$ cat src/rtl/branch_predictor.sv
// Direct-mapped branch target buffer with 2-bit saturating direction counters.
// Lookups are combinational; resolved branches update the table at the next edge.
module branch_predictor #(
  parameter int XLEN    = 32,
  parameter int ENTRIES = 16,
  localparam int IDX    = $clog2(ENTRIES),
  localparam int TAGW   = XLEN - IDX - 2
) (
  input  logic            clk,
  input  logic            rst_n,
  input  logic [XLEN-1:0] lookup_pc,
  output logic            pred_taken,
  output logic [XLEN-1:0] pred_target,
  input  logic            upd_valid,
  input  logic [XLEN-1:0] upd_pc,
  input  logic            upd_taken,
  input  logic [XLEN-1:0] upd_target,
  input  logic            upd_pred_taken,
  input  logic [XLEN-1:0] upd_pred_target,
  input  logic            flush,
  output logic            mispredict,
  output logic [31:0]     branch_cnt,
  output logic [31:0]     mispredict_cnt
);

  typedef struct packed {
    logic            valid;
    logic [TAGW-1:0] tag;
    logic [XLEN-1:0] target;
    logic [1:0]      ctr;
  } entry_t;

  entry_t          tbl_q [ENTRIES];
  entry_t          lk_e, up_e, upd_d;
  logic [IDX-1:0]  lk_idx, up_idx;
  logic            lk_hit, up_hit, upd_we;
  logic [31:0]     branch_cnt_q, mispredict_cnt_q;

  assign lk_idx = lookup_pc[IDX+1:2];
  assign up_idx = upd_pc[IDX+1:2];
  assign lk_e   = tbl_q[lk_idx];
  assign up_e   = tbl_q[up_idx];
  assign lk_hit = lk_e.valid && (lk_e.tag == lookup_pc[XLEN-1:IDX+2]);
  assign up_hit = up_e.valid && (up_e.tag == upd_pc[XLEN-1:IDX+2]);

  assign pred_taken  = lk_hit && lk_e.ctr[1];
  assign pred_target = pred_taken ? lk_e.target : lookup_pc + XLEN'(4);

  assign mispredict = upd_valid && ((upd_pred_taken != upd_taken) ||
                                    (upd_taken && (upd_pred_target != upd_target)));

  always_comb begin
    upd_we = 1'b0;
    upd_d  = up_e;
    if (upd_valid) begin
      if (up_hit) begin
        upd_we = 1'b1;
        if (upd_taken) begin
          upd_d.target = upd_target;
          if (up_e.ctr != 2'b11) upd_d.ctr = up_e.ctr + 2'b01;
        end else if (up_e.ctr != 2'b00) begin
          upd_d.ctr = up_e.ctr - 2'b01;
        end
      end else if (upd_taken) begin
        upd_we       = 1'b1;
        upd_d.valid  = 1'b1;
        upd_d.tag    = upd_pc[XLEN-1:IDX+2];
        upd_d.target = upd_target;
        upd_d.ctr    = 2'b10;
      end
    end
  end

  // Flush takes priority over any same-cycle table write.
  always_ff @(posedge clk or negedge rst_n) begin
    if (!rst_n) begin
      for (int i = 0; i < ENTRIES; i++) begin
        tbl_q[i].valid  <= 1'b0;
        tbl_q[i].tag    <= '0;
        tbl_q[i].target <= '0;
        tbl_q[i].ctr    <= 2'b01;
      end
    end else if (flush) begin
      for (int i = 0; i < ENTRIES; i++) tbl_q[i].valid <= 1'b0;
    end else if (upd_we) begin
      tbl_q[up_idx] <= upd_d;
    end
  end

  always_ff @(posedge clk or negedge rst_n) begin
    if (!rst_n) begin
      branch_cnt_q     <= '0;
      mispredict_cnt_q <= '0;
    end else begin
      if (upd_valid && (branch_cnt_q != '1))     branch_cnt_q     <= branch_cnt_q + 32'd1;
      if (mispredict && (mispredict_cnt_q != '1)) mispredict_cnt_q <= mispredict_cnt_q + 32'd1;
    end
  end

  assign branch_cnt     = branch_cnt_q;
  assign mispredict_cnt = mispredict_cnt_q;

endmodule

$ cat config.mk
export PLATFORM = sky130hd
export DESIGN_NAME = branch_predictor
export DESIGN_NICKNAME = d
export VERILOG_FILES = /design/src/rtl/branch_predictor.sv
export SDC_FILE = /design/constraint.sdc
export NUM_CORES = 2
export LEC_CHECK = 0
export CAP_MARGIN = 30
export CORE_MARGIN = 3
export CORE_UTILIZATION = 50
export CTS_CLUSTER_SIZE = 16
export DETAILED_ROUTE_END_ITERATION = 8
export PLACE_DENSITY_LB_ADDON = 0.1
export RECOVER_POWER = 50
export SLEW_MARGIN = 20
export SYNTH_ARGS = -nofsm -noshare
export SYNTH_HDL_FRONTEND = slang
export SYNTH_SLANG_ARGS = --single-unit
$ cat constraint.sdc
create_clock -name clk -period 6.29 [get_ports clk]
set_clock_uncertainty 0.15 [all_clocks]
set_input_delay 1.258 -clock clk [delete_from_list [all_inputs] [get_ports clk]]
set_output_delay 1.258 -clock clk [all_outputs]
set_load 0.005 [all_outputs]
# After elaboration in Yosys (flattened, before gate mapping)
# Cells that the tools add are included.
# word_totals
ff_bits,1040
inputBits,134
out_inout_bits,98
elab_cells,134
# classes
add_sub_neg,5
n_lt_le_gt_ge,3
eq_ne,7
muxes,38
bitwise_logic,3
n_reduce_logical,12
# op_table
operator,count
976-bit bitwise mux,1
976-bit two-way mux,1
61-bit binary-select mux with 4-bit select,2
61-bit two-way mux,7
61-bit demux with 4-bit select,1
32-bit by 1-bit adder with 32-bit output (second input constant),2
32-bit two-way mux,2
32-bit inequality test (second input constant),2
26-bit == test,2
34-bit two-way mux,1
32-bit by 3-bit adder with 32-bit output (second input constant),1
32-bit inequality test,1
27-bit two-way mux,1
1-bit two-way mux,19
5-bit greater-or-equal comparator (second input constant),2
4-bit NOT with 5-bit output,2
1-bit logical AND,8
2-bit two-way mux,3
5-bit by 1-bit less-than comparator with 1-bit output (second input constant),1
2-bit nonzero test,2
2-bit by 1-bit adder with 2-bit output (second input constant),1
2-bit inequality test (second input constant),1
2-bit AND reduction,1
2-bit by 1-bit subtractor with 2-bit output (second input constant),1
3 further kinds,3

# Depth between registers and ports, before layout
# depth
ltp_word,12
ltp_mapped,18

# Worst setup path before layout
# No wires, ideal clock.
# synth_timing
path_type,in2out
from,in lookup_pc[2]
to,out pred_target[10]
arrival_ns,5.055
setup_slack_ns,-0.173
path_stages,14
n_path_buf,7
cell_sequence,buf_4 -> buf_6 -> buf_2 -> buf_1 -> mux4_2 -> mux4_2 -> xnor2_1 -> nand4_1 -> nor2_1 -> or4b_2 -> buf_2 -> buf_2 -> buf_2 -> a21oi_1
# synth_via
elab_chain_len,8
word_cells_on_any_way,9
# synth_rtl
item,line,rtl
"start, declared",11,"input logic [XLEN-1:0] lookup_pc,"
4-bit NOT with 5-bit output (implied by the code),41,assign lk_e = tbl_q[lk_idx];
61-bit binary-select mux with 4-bit select,41,
61-bit two-way mux (implied by the code) (2 in series),41,
26-bit == test,43,assign lk_hit = lk_e.valid && (lk_e.tag == lookup_pc[XLEN-1:IDX+2]);
1-bit logical AND,43,
1-bit logical AND,46,assign pred_taken = lk_hit && lk_e.ctr[1];
32-bit two-way mux (*),47,assign pred_target = pred_taken ? lk_e.target : lookup_pc + XLEN'(4);
"end, declared",13,"output logic [XLEN-1:0] pred_target,"
# Mark *: on every way between the ends. The rest lies on a longest branch, timed or not. The select of a mux whose other input is x is not followed.

# Worst setup path in the final report
# layout_timing
from,in lookup_pc[2]
to,out pred_target[20]
# Same word-level chain as after synthesis.

==> metrics.txt <==
largest family of logic cells by synthesized area multiplexers; Max Slew Vio Count 991; complex-gate fraction of the synthesized area 2.41%; crit share post-route 105%; Cells after Synth 3841; clock-pin slew on the worst setup and hold paths around 0.06 ns; post-synthesis mux area share 43.1%; number of global-route vias before repair roughly 38000; pwr dens 256 nW/um2; crit path time final 6.60 ns; Num CTS Buffers about 110; Pleak about 30 nW; Die Ht 344 um; reg2reg end tbl_q[768]; initial antenna violation count 3; multi-input logic area approximately 30000 um2; Bufs and invs on worst path 7; num ports between 200 and 250; number of remaining DRC errors 0; Post-synth EDFFs 0; FILL cells 8675; # setup viols final 32; fin nets 4327; worst reg2reg setup slack around 1.6 ns; crit-path max FO 6; Pre-antenna DRT Iters 5; most common cell after layout, fill and taps aside mux2_2; htree depth 3; Hold Crit Class flop to flop; Crit Reg-Reg Startpoint tbl_q[462]; slowest stage delay, CP 0.63 ns; worst-path cell chain buf_16 -> mux4_2 -> mux4_2 -> xnor2_2 -> buf_4 -> nand2_2 -> or3b_4 -> or4_1 -> or4b_4 -> buf_12 -> buf_6 -> clkbuf_16 -> buf_8 -> a21oi_4 -> buf_2; global-route wire length before repair 265 mm; DIE AREA between 100000 and 150000 um2; post-synthesis cell area 57000 um2; Worst R2R Path Depth 14; hold-fix buffer count after cts 0; initial DRC count 3298; Port Buffers 229; Async S/R FF share, synth 100%; Unique masters post-synth 68; worst skew pair latency 0.70 ns; hold path endpoint branch_cnt[11]; CP Launch Point lookup_pc[2]; Post-Synth Adder-Cell Area 0.0658%; Worst setup SP type primary input; Main synth FF type dfrtp_1; XOR/XNOR Fraction of Synth Area 2.57%; Synthesized Nets roughly 4000; Area growth, synth to finish 19.5%; largest net degree at the start of global routing roughly 140; Util after Layout 60.4%; Total GRT Usage 30.6%; crit-path leading delay family simple AND/OR/NAND/NOR gates; Mean Syn Cell Area 14.8 um2; WL per Instance around 31 um; final antenna-violating net count 0; CP dominant cell by count mux4_2; MaxCap Viol Count 13; Root Driver clkbuf_16; share of layout cells above drive strength 1 52.3%; worst hold path cell count 1; Synth Area in Simple Gates 3.35%; status finished with violations; RSZ-0062 raised after global routing yes; Crit Path Category primary input to primary output; Slew HR -110%; Seq/Total Area, Yosys a little under half; RePlAce Congestion 0.950; violated checks capacitance limit, slew limit, setup timing; final hold viol count 0; Total Wirelength 180 mm; DP Wirelength 121 mm; chip width 344 um; CP required just under 5 ns; # clock sinks ~1000; Hold Path Origin branch_cnt[11]; DR vias 37560; Bufs on Longest Clock Path 3; global route overflow 0; worst slew pin tran 3.16 ns; row count 123; core area around 110000 um2; setup ws final -0.313 ns; fin cells ~5800; vias per inst 6.49; CP Capture Type primary output; CTS tree yes; sequential cell area 26000 um2; Yosys Warn Count 0; Worst VDD drop roughly 0.00021 V; commonest non-fill, non-tap cells in the layout mux2_2 (1028), dfrtp_1 (1024), mux4_2 (534); Starting Density 50.5%; Seq cells post-synth 1040; Achievable Freq 0.151 GHz; dpl cells between 5000 and 6000; Slowest-stage cell, CP or4b_4; critical path arrival 5.20 ns
==> flip-flops by register name (all words and copies together), names as in the netlist <==
register / count
branch_cnt: 32
mispredict_cnt: 32
tbl_q: 976
==> worst max path at each step <==
stage                      end  slack [ns]  cells past startpoint
6_report       pred_target[20]       -0.31                     15
5_1_grt         pred_target[4]       -0.35                     16
4_1_cts        pred_target[20]       -0.33                     13
3_5_place_dp   pred_target[31]       -0.81                     11
3_3_place_gp   pred_target[31]       -0.82                     13
2_1_floorplan  pred_target[10]      0.0002                     12
==> Yosys cell counts, types with 19 or more instances <==
| library cell | n | area share, % |
|---|---|---|
| mux2_2 | 1029 | 20 |
| dfrtp_1 | 1024 | 45 |
| mux4_2 | 534 | 21 |
| clkbuf_1 | 156 | 1.0 |
| nor2_1 | 120 | 0.79 |
| buf_2 | 118 | 1.0 |
| xnor2_1 | 112 | 1.7 |
| nand2_1 | 110 | 0.72 |
| mux2i_1 | 91 | 1.6 |
| xor2_1 | 55 | 0.84 |
| a21oi_1 | 53 | 0.47 |
| buf_1 | 47 | 0.31 |
| nand4_1 | 43 | 0.47 |
| nand3_1 | 42 | 0.37 |
| o21ai_0 | 42 | 0.37 |
| inv_1 | 26 | 0.17 |
| a22oi_1 | 19 | 0.25 |
==> repair_timing <==
action	4_1_cts	5_1_grt
gates cloned	4	4
pin swaps	8	28
setup buffers	14	15
setup endpoints to repair	33	33
endpoints found under the hold margin	0	0
gates resized for setup	115	138
==> routing by layer <==
layer  vias up  GRT usage (%)  wire length, um
met1     20280           44.3            76500
li1      15482              -                -
met2      1473           47.4            83700
met4         2           9.37             6330
met5         -              0               13
met3       323           5.82            13400
==> layout make-up <==
| class | instances | share of cell area [%] |
|---|---|---|
| clock buffer | 167 | 4.92 |
| antenna | 3 | 0.0110 |
| clock inverter | 47 | 0.957 |
| tap | 1500 | 2.75 |
| timing repair buffer | 571 | 9.02 |
| sequential | 1040 | 38.2 |
| multi-input combinational | 2436 | 44.0 |
| inverter | 27 | 0.152 |
==> power breakdown <==
group          leakage (nW)  switching, mW  internal, mW  total, mW
Clock                  1.98           2.85          4.26       7.12
Combinational          14.2           1.30          1.40       2.70
Sequential             14.2          0.415          7.21       7.62
==> worst register-to-register path, stage by stage, from the launching register on <==
cell and delay, ns:
dfrtp_1 0.40, mux4_2 0.46, mux2i_1 0.48, xnor2_1 0.14
or4_1 0.48, nor4_1 0.31, o2111ai_1 0.27, o41ai_4 0.41
buf_4 0.21, nand3b_1 0.09, buf_4 0.21, nor2_4 0.18
buf_4 0.20, buf_12 0.19, mux2_2 0.36
==> stage by stage <==
stage	setup slack [ns]	hold slack (ns)	total power [mW]	TNS, ns	area [um2]
floorplan	0.000231	0.326	9.26	0	57000
global placement	-0.816	0.326	10.4	-17.32	63400
detailed placement	-0.814	0.327	10.4	-17.64	63400
CTS	-0.325	0.339	17.6	-5.31	67800
global route	-0.345	0.366	18.1	-35.27	68100
finish	-0.313	0.330	17.4	-6.50	68100
==> cells by family (layout without fill, tap and decap cells) <==
group,after synthesis,in the layout
AOI/OAI and AO/OA,206,206
muxes,1661,1661
other,0,3
DFF,1040,1040
adders and majority gates,3,3
xor gates and xnor gates,167,167
buffers and inverters,365,812
and+or+nand+nor,399,399
No activity file was read; power rests on OpenSTA's default activity.
